$ cat config.mk
export PLATFORM = sky130hd
export DESIGN_NAME = apb_master_ctrl
export DESIGN_NICKNAME = d
export VERILOG_FILES = /design/src/rtl/apb_master_pkg.sv /design/src/rtl/apb_timeout_counter.sv /design/src/rtl/apb_master_ctrl.sv
export SDC_FILE = /design/constraint.sdc
export NUM_CORES = 1
export LEC_CHECK = 0
export ABC_CLOCK_PERIOD_IN_PS = 5250
export CORE_MARGIN = 4
export CORE_UTILIZATION = 35
export CTS_BUF_LIST = sky130_fd_sc_hd__clkbuf_8
export DETAILED_ROUTE_END_ITERATION = 8
export PLACE_DENSITY = 0.7
export SYNTH_ARGS = -nofsm -noshare
export SYNTH_HDL_FRONTEND = slang
export SYNTH_SLANG_ARGS = --single-unit
$ cat constraint.sdc
create_clock -name PCLK -period 5.25 [get_ports PCLK]
set_clock_uncertainty 0.05 [all_clocks]
set_input_delay 0.7875 -clock PCLK [delete_from_list [all_inputs] [get_ports PCLK]]
set_output_delay 0.7875 -clock PCLK [all_outputs]
set_load 0.02 [all_outputs]
$ cat src/rtl/apb_master_pkg.sv
// rtl/apb_master_pkg.sv - shared types and default widths for apb_master_ctrl (optional macro APB_MASTER_TIMEOUT_EN)
package apb_master_pkg;

    localparam int APB_ADDR_WIDTH     = 32;
    localparam int APB_DATA_WIDTH     = 32;
    localparam int APB_TIMEOUT_CYCLES = 16;

    typedef enum logic [1:0] {
        IDLE,
        SETUP,
        ACCESS,
        RESP
    } apb_mst_state_e;

    typedef struct packed {
        logic                      write;
        logic [APB_ADDR_WIDTH-1:0] addr;
        logic [APB_DATA_WIDTH-1:0] wdata;
    } apb_cmd_t;

    typedef struct packed {
        logic [APB_DATA_WIDTH-1:0] rdata;
        logic                      error;
        logic                      timeout;
    } apb_rsp_t;

endpackage

$ cat src/rtl/apb_timeout_counter.sv
// rtl/apb_timeout_counter.sv - ACCESS-phase wait counter, used only when APB_MASTER_TIMEOUT_EN is defined
module apb_timeout_counter #(
    parameter int TIMEOUT_CYCLES = 16
) (
    input  logic clk,
    input  logic rst,
    input  logic i_clear,
    input  logic i_enable,
    output logic o_expired
);

    localparam int CW = (TIMEOUT_CYCLES > 1) ? $clog2(TIMEOUT_CYCLES) : 1;

    logic [CW-1:0] r_count;

    // Saturates at the final count so a stalled abort can never wrap back to zero.
    always_ff @(posedge clk or posedge rst) begin
        if (rst) begin
            r_count <= '0;
        end else if (i_clear) begin
            r_count <= '0;
        end else if (i_enable && !o_expired) begin
            r_count <= r_count + 1'b1;
        end
    end

    assign o_expired = (r_count == CW'(TIMEOUT_CYCLES - 1));

endmodule

$ cat src/rtl/apb_master_ctrl.sv
// rtl/apb_master_ctrl.sv - valid/ready command to APB setup/access master; APB_MASTER_TIMEOUT_EN adds an ACCESS timeout
module apb_master_ctrl
    import apb_master_pkg::*;
#(
    parameter int ADDR_WIDTH     = APB_ADDR_WIDTH,
    parameter int DATA_WIDTH     = APB_DATA_WIDTH,
    parameter int TIMEOUT_CYCLES = APB_TIMEOUT_CYCLES
) (
    input  logic                  PCLK,
    input  logic                  PRESET,
    input  logic                  cmd_valid,
    output logic                  cmd_ready,
    input  logic                  cmd_write,
    input  logic [ADDR_WIDTH-1:0] cmd_addr,
    input  logic [DATA_WIDTH-1:0] cmd_wdata,
    output logic                  rsp_valid,
    input  logic                  rsp_ready,
    output logic [DATA_WIDTH-1:0] rsp_rdata,
    output logic                  rsp_error,
    output logic                  rsp_timeout,
    output logic                  PSELx,
    output logic                  PENABLE,
    output logic                  PWRITE,
    output logic [ADDR_WIDTH-1:0] PADDR,
    output logic [DATA_WIDTH-1:0] PWDATA,
    input  logic [DATA_WIDTH-1:0] m_rdata,
    input  logic                  m_ready,
    input  logic                  m_error
);

    apb_mst_state_e        r_state;
    logic                  r_psel;
    logic                  r_penable;
    logic                  r_pwrite;
    logic [ADDR_WIDTH-1:0] r_paddr;
    logic [DATA_WIDTH-1:0] r_pwdata;
    logic                  r_rsp_valid;
    logic [DATA_WIDTH-1:0] r_rsp_rdata;
    logic                  r_rsp_error;
    logic                  r_rsp_timeout;
    logic                  w_timeout_abort;

`ifdef APB_MASTER_TIMEOUT_EN
    logic w_tmo_expired;

    apb_timeout_counter #(
        .TIMEOUT_CYCLES(TIMEOUT_CYCLES)
    ) u_timeout_counter (
        .clk      (PCLK),
        .rst      (PRESET),
        .i_clear  (r_state == SETUP),
        .i_enable ((r_state == ACCESS) && !m_ready),
        .o_expired(w_tmo_expired)
    );

    // A slave completing on the final count still wins over the abort.
    assign w_timeout_abort = (r_state == ACCESS) && !m_ready && w_tmo_expired;
`else
    assign w_timeout_abort = 1'b0;
`endif

    always_ff @(posedge PCLK or posedge PRESET) begin
        if (PRESET) begin
            r_state       <= IDLE;
            r_psel        <= 1'b0;
            r_penable     <= 1'b0;
            r_pwrite      <= 1'b0;
            r_paddr       <= '0;
            r_pwdata      <= '0;
            r_rsp_valid   <= 1'b0;
            r_rsp_rdata   <= '0;
            r_rsp_error   <= 1'b0;
            r_rsp_timeout <= 1'b0;
        end else begin
            case (r_state)
                IDLE: begin
                    if (cmd_valid) begin
                        r_pwrite <= cmd_write;
                        r_paddr  <= cmd_addr;
                        r_pwdata <= cmd_wdata;
                        r_psel   <= 1'b1;
                        r_state  <= SETUP;
                    end
                end
                SETUP: begin
                    r_penable <= 1'b1;
                    r_state   <= ACCESS;
                end
                ACCESS: begin
                    if (m_ready || w_timeout_abort) begin
                        r_psel        <= 1'b0;
                        r_penable     <= 1'b0;
                        r_rsp_valid   <= 1'b1;
                        r_rsp_rdata   <= (r_pwrite || w_timeout_abort) ? '0 : m_rdata;
                        r_rsp_error   <= w_timeout_abort ? 1'b1 : m_error;
                        r_rsp_timeout <= w_timeout_abort;
                        r_state       <= RESP;
                    end
                end
                RESP: begin
                    if (rsp_ready) begin
                        r_rsp_valid <= 1'b0;
                        r_state     <= IDLE;
                    end
                end
                default: r_state <= IDLE;
            endcase
        end
    end

    assign cmd_ready   = (r_state == IDLE);
    assign PSELx       = r_psel;
    assign PENABLE     = r_penable;
    assign PWRITE      = r_pwrite;
    assign PADDR       = r_paddr;
    assign PWDATA      = r_pwdata;
    assign rsp_valid   = r_rsp_valid;
    assign rsp_rdata   = r_rsp_rdata;
    assign rsp_error   = r_rsp_error;
    assign rsp_timeout = r_rsp_timeout;

endmodule

# [Word level (Yosys, flattened, before mapping)]
# Index checks and enable logic that the tools add are counted.
# Widths: inputs -> output; s select.
[classes] eq_ne=6 mux=12 reduce_logical=10
[ops] op="$mux 32" count=1
[ops] op="$reduce_and 3->1" count=3
[ops] op="$pmux 2 s4" count=1
[ops] op="$mux 2" count=3
[ops] op="$ne 2x2->1 const B" count=3
[ops] op="$pmux 1 s2" count=3
[ops] op="$reduce_and 2->1" count=3
[ops] op="$reduce_bool 2->1" count=3
[ops] op="$eq 2x2->1 const B" count=2
[ops] op="$mux 1" count=4
[ops] op="$eq 2x1->1 const B" count=1
[ops] op="$logic_not 2->1" count=1
[totals] regBits=103 inputBits=103

# [Longest topological paths before layout]
# Gate-level depths: netlist of run 1.
[logic_depth] ltp_word=3 mapped_depth=7

# [Least setup slack after synthesis of run 1]
# OpenSTA, ideal clock, no wires.
[synth_timing] path_type="input port to flip-flop" start="in cmd_valid" end="reg r_state[1]" setup_ns=0.125 t_arrival_ns=1.546 required_ns=5.075 path_slack_ns=3.529 path_stages=3 path_cell_list="and2b_2 > a221oi_4 > mux2_4"
[synth_via] elab_chain_len=2
[synth_lines] element="from (decl)" line="apb_master_ctrl.sv:11" source="input logic cmd_valid,"
[synth_lines] element="$ne 2x2->1 (no line)"
[synth_lines] element="$reduce_and 3->1 (no line)"
[synth_lines] element="to (signal assigned)" line="apb_master_ctrl.sv:64" source="r_state <= IDLE;"
[synth_lines] element="to (signal assigned)" line="apb_master_ctrl.sv:82" source="r_state <= SETUP;"
[synth_lines] element="to (signal assigned)" line="apb_master_ctrl.sv:87" source="r_state <= ACCESS;"
[synth_lines] element="to (decl)" line="apb_master_ctrl.sv:31" source="apb_mst_state_e r_state;"
# No other way between the ends.
# A chain may end at the register's enable or synchronous reset.

# [Worst setup path in the final report of run 1]
[layout_timing] start="reg r_pwrite (netlist: PWRITE)" end="out PWRITE"
[layout_rtl] element="from (decl)" line="apb_master_ctrl.sv:34" source="logic r_pwrite;"
[layout_rtl] element="from (signal assigned)" line="apb_master_ctrl.sv:78" source="r_pwrite <= cmd_write;"
[layout_rtl] element="to (decl)" line="apb_master_ctrl.sv:23" source="output logic PWRITE,"
# No word-level cell between the ends.

==> results of run 1 <==
layout by cell type (no fill, tap or decap):
cell type,synthesis,layout
a21oi_1,1,1
a221oi_1,1,1
a221oi_4,1,1
a22o_1,1,1
and2b_2,1,1
buf_4,1,2
bufinv_16,0,1
clkbuf_8,0,9
clkdlybuf4s50_1,0,204
clkinv_2,0,2
clkinvlp_4,0,3
conb_1,1,1
dfrtp_1,103,103
ha_1,6,6
inv_1,6,5
inv_4,0,1
mux2_2,16,16
mux2_4,51,51
mux2i_1,2,2
nand2_1,36,34
nand2_2,0,1
nand2_4,0,1
nand2b_1,33,33
nand3_1,1,1
nor2_1,1,1
o21ai_0,34,34
o22ai_1,1,1
or2_2,1,1
layout make-up:
cell class / count / area [um^2] / share of cell area (%)
Clock buffer: 9 / 124 / 1.85
Multi-Input combinational cell: 188 / 1650 / 24.6
Timing Repair Buffer: 206 / 2060 / 30.7
Sequential cell: 103 / 2580 / 38.5
Tap cell: 168 / 210 / 3.14
Clock inverter: 6 / 62.6 / 0.934
Inverter: 6 / 25.0 / 0.373
synthesized netlist by cell type:
master	n
o21ai_0	34
a21oi_1	1
mux2_2	16
mux2i_1	2
inv_1	6
nor2_1	1
nand2_1	36
a221oi_4	1
buf_2	6
a221oi_1	1
a22o_1	1
ha_1	6
o22ai_1	1
nand3_1	1
nand2b_1	33
or2_2	1
clkbuf_1	5
buf_6	6
buf_4	1
mux2_4	51
and2b_2	1
dfrtp_1	103
conb_1	1
logic make-up after synthesis:
family | share of synthesized area, %
fa+ha+maj | 1.72
simple gates | 8.38
mux | 22.2
compound gates | 5.17
other cells | 0.0860
flops | 59.1
buf+inv | 3.36
report_power, final:
part	total, mW	internal [mW]	switching, mW
sequential	1.43	1.18	0.244
clock	0.481	0.216	0.265
combinational	2.24	1.24	0.999
total	4.15	2.64	1.51
flip-flops by register name (all words and copies together) (netlist names):
signal	cells
PWDATA	32
PWRITE	1
rsp_rdata	32
PADDR	32
PSELx	1
PENABLE	1
rsp_error	1
r_state	2
rsp_valid	1
metrics by stage:
stage               util [%]  cells  hold slack, ns  power, mW
finish                  55.3    686           0.439       4.15
global placement        53.8    671           0.413       3.67
CTS                     55.3    686           0.443       4.21
detailed placement      53.8    671           0.420       3.71
global route            55.3    686           0.457       4.40
floorplan                  -    315           0.509       2.70
worst paths after layout:
| kind | end | slack [ns] |
|---|---|---|
| worst min register to register | rsp_rdata[3] | 0.44 |
| worst max register to register | PADDR[24] | 2.80 |
| worst min-delay path | rsp_rdata[3] | 0.44 |
| worst max-delay path | PWRITE | 2.40 |
| max in group asynchronous | PADDR[8] | 3.27 |
| min in group asynchronous | PADDR[11] | 0.93 |
layer usage:
layer / share of wire, % / wire [um] / track usage, % / vias to the layer above
met2: 48 / 5100 / 23.9 / 112
met1: 45 / 4720 / 19.7 / 1424
met3: 6.7 / 713 / 4.62 / 4
met4: 0.56 / 59 / 3.79 / 0
li1: - / - / - / 1442
met5: 0 / 0 / 0 / -
==> run metrics, run 1 <==
wire per inst 15.4 um; Syn Area/Cell 13.8 um^2; Leak Pwr 3.00 nW; Crit Path Class reg -> out; Worst Path Buf+Inv 1; Worst path slowest cell dfrtp_1; Antenna Cells 0; Max Freq 350 MHz; sequential share of the synthesized area 59.1%; Final Setup Violations 0; WHS Path Cells 2; core region area 0.0121 mm^2; Arr. time, crit path 2.02 ns; vias in the first global route 3173; # DRC 0; Tcrit/Tclk final 54.4%; Hold-fix buffers, CTS 0; Mapped Area 0.00436 mm^2; Worst Hold Launch rsp_rdata[3]; DRT iter0 DRCs 127; status complete, no violations; #FFs+latches synth 103; Crit path max-delay family flip-flops; Crit path depth 1; final setup TNS 0 ns; power per cell area 619 mW/mm^2; Max FO, Critical Path 34; Initial Utilization 36.0%; TritonCTS Sinks 103; worst slew pin tran 0.985 ns; Distinct cells, synth 23; post-cts gate resize count 0; Die Ht 120 um; clk slew on worst S/H paths 0.09 ns; Final Slew Violations 0; I/O pins 206; first-pass GRT wire length 17.0 mm; HPWL after DPL 7.84 mm; Placement Setup Slack 2.30 ns; H-tree levels 3; Final nets 623; cells after synthesis 315; Syn-to-layout area delta 53.7%; Worst R2R Path Depth 5; CTS tree built; area leader, netlist dfrtp_1; Tmin final 2.85 ns; buffers added on ports 204; largest net degree at the start of global routing 80; die extent in x 120 um; Cell Rows 40; relative slew slack 34.1%; fillers 1060; final hold violation count 0; share of the synthesized area in the top cell type 59.1%; min-delay worst type reg -> reg; GP Congestion 0.769; slowest stage delay, CP 0.92 ns; RSZ-0062 raised after global routing false; Crit. End Element primary output; worst path cell trace clkdlybuf4s50_1; dominant cells by area after synthesis dfrtp_1, mux2_4, nand2b_1, mux2_2, o21ai_0; via count 2982; Yosys warning count 0; TritonCTS Buffers 9; post-route ant nets 0; # Max-Cap Violations 0; clk_lat worst skew 0.35 ns; Total Routing Usage GR 14.9%; min setup slack post-route 2.40 ns; worst setup path start PWRITE; Worst Path Required 4.41 ns; clock buffer depth 2; DR pass1 iterations 4; via-per-instance ratio 4.35; Finished Cell Area 0.00670 mm^2; worst reg2reg path startpoint r_state[1]; syn_nets 424; share of layout cells above drive strength 1 17.4%; initial antenna violation count 0; Setup Buffers After CTS 0; die footprint 0.0143 mm^2; Peak VDD IR 298 uV; Startpoint Class flip-flop; root buffer selected by CTS clkbuf_8; WL final 10.6 mm; Cell Area, Placed 0.00652 mm^2; total gr overflow 0
Note: power is estimated with default switching activity, not from simulation.
==> run 2, diff against run 1 <==
ABC_CLOCK_PERIOD_IN_PS = 2350   (was 5250)
PLACE_DENSITY = 0.73   (was 0.7)
clock period = 2.35 ns   (was 5.25 ns; I/O delays follow)
==> run 2 against run 1 <==
Clock power up 150%. Non-clock buffer count up 6. Final area rose by 1.8%. Die area stayed put. Core utilization rose by 1.0 points. Critical path depth grew 2. Final cell count up 0.87%. Highest routed layer unchanged.
==> run metrics, run 2 (synthesized netlist as in run 1, its figures left out) <==
status complete, no violations; core region area 0.0121 mm^2 (unchanged); Startpoint Class flip-flop; met2 Track Usage GR 26.1% (+2.2 points); min setup slack post-route 0.454 ns (-1.94 ns); post-route ant nets 0 (unchanged); final hold violation count 0 (unchanged); via count 3066 (+2.8%); Tmin final 1.90 ns; Die Ht 120 um (unchanged); commonest cells after routing, fill and taps aside clkdlybuf4s50_1, dfrtp_1, mux2_4, nand2_1, o21ai_0; share of layout cells above drive strength 1 18.1% (+0.76 points); Worst Path Required 1.95 ns (-2.46 ns); I/O pins 206 (unchanged); final setup TNS 0 ns (unchanged); die footprint 0.0143 mm^2 (unchanged); clock buffer depth 2 (unchanged); Crit. End Element primary output; largest net degree at the start of global routing 61 (-24%); commonest non-fill, non-tap cell in the layout clkdlybuf4s50_1; power per cell area 1390 mW/mm^2 (+130%); wire per inst 15.9 um (+2.8%); Finished Cell Area 0.00683 mm^2 (+1.8%); die extent in x 120 um (unchanged); first-pass GRT wire length 17.4 mm (+2.2%); worst path cell trace inv_1 -> ha_1 -> dlymetal6s2s_1; GP Congestion 0.789 (+2.5%); Leak Pwr 3.09 nW (+2.8%); Max Freq 527 MHz; initial antenna violation count 0 (unchanged); DR pass1 iterations 4 (unchanged); TritonCTS Sinks 103 (unchanged); Peak VDD IR 727 uV (+140%); worst slew pin tran 0.535 ns (-0.450 ns); Placement Setup Slack 0.373 ns (-1.92 ns); buffers added on ports 204 (unchanged); Total Routing Usage GR 15.4% (+0.52 points); RSZ-0062 raised after global routing false; post-route insts no fill 692 (+0.87%); Final Setup Violations 0 (unchanged); Worst path slowest cell dfrtp_1; Max FO, Critical Path 5 (-85%); slowest stage delay, CP 0.45 ns (-0.47 ns); GRT Max-Usage Layer met2; root buffer selected by CTS clkbuf_8; Tcrit/Tclk final 80.7%; via-per-instance ratio 4.43 (+1.9%); Arr. time, crit path 1.49 ns (-0.53 ns); # Max-Cap Violations 0 (unchanged); clk_lat worst skew 0.37 ns (+0.02 ns); Syn-to-layout area delta 56.6%; met3 Resource Use GR 5.80% (+1.2 points); relative slew slack 64.3% (+30 points); total gr overflow 0 (unchanged); DRT iter0 DRCs 125 (-1.6%); Initial Utilization 36.0% (unchanged); # DRC 0 (unchanged); Final nets 629 (+0.96%); min-delay worst type in -> async; placed cells 677 (+0.89%); Antenna Cells 0 (unchanged); Cell Area, Placed 0.00661 mm^2 (+1.5%); clk slew on worst S/H paths 0.09 ns (about the same); WL final 11.0 mm (+3.7%); Hold-fix buffers, CTS 0 (unchanged); Cell Rows 40 (unchanged); hold slack 0.345 ns (-0.0938 ns); Crit Path Class reg -> out; CTS tree built; grt met1 use 18.2% (-1.5 points); H-tree levels 3 (unchanged); TritonCTS Buffers 9 (unchanged); vias in the first global route 3282 (+3.4%); Setup Buffers After CTS 0 (unchanged); HPWL after DPL 8.30 mm (+5.9%); Final Slew Violations 0 (unchanged)
-- run 2: worst max-delay path: cells and delay by family (launching register included) --
kind                       cells  cell delay [ns]
DFF                            1             0.45
buffers and inverters          2             0.39
adders and majority gates      1             0.28
-- run 2: area by class of cell --
class	instances	area, um^2
fillers	1031	5290
flip-flops and latches	103	2580
repair buffers	212	2150
multi-input cells	188	1650
well taps	168	210
clock buffers	10	138
clock inverters	5	73.8
inverters	6	26.3
-- run 2: routing by layer --
layer,share of wire (%),routed length (um),up-vias
met5,0,0,-
met4,2.1,229,0
met3,6.9,754,16
met2,51,5550,110
met1,40,4450,1489
li1,-,-,1451
-- run 2: timing repair --
action                                  CTS  global route
resized for setup                         0             1
endpoints found under the hold margin     0             0
endpoints found under the setup margin    0             1
-- run 2: final timing paths --
check	slack, ns	endpoint	depth (start not counted)	from
worst max-delay path	0.45	cmd_ready	3	r_state[1]
worst min-delay path	0.35	PADDR[28]	3	PRESET
worst max register to register	0.47	rsp_rdata[21]	5	r_state[0]
worst min register to register	0.43	rsp_rdata[16]	2	rsp_rdata[16]
max in group asynchronous	1.40	rsp_rdata[15]	3	PRESET
min in group PCLK	0.43	rsp_rdata[16]	2	rsp_rdata[16]
-- run 2: through the flow --
| stage | utilization, % | power (mW) |
|---|---|---|
| floorplan | - | 6.02 |
| global placement | 54.6 | 8.26 |
| detailed placement | 54.6 | 8.39 |
| CTS | 56.3 | 9.63 |
| global route | 56.4 | 10.0 |
| finish | 56.4 | 9.51 |
-- run 2: where the power goes --
part,total [mW],internal (mW),leakage [nW],switching (mW)
Clock,1.20,0.616,0.113,0.587
Combinational,5.17,2.83,1.73,2.34
Sequential,3.13,2.65,1.24,0.486
Total,9.51,6.09,3.09,3.41
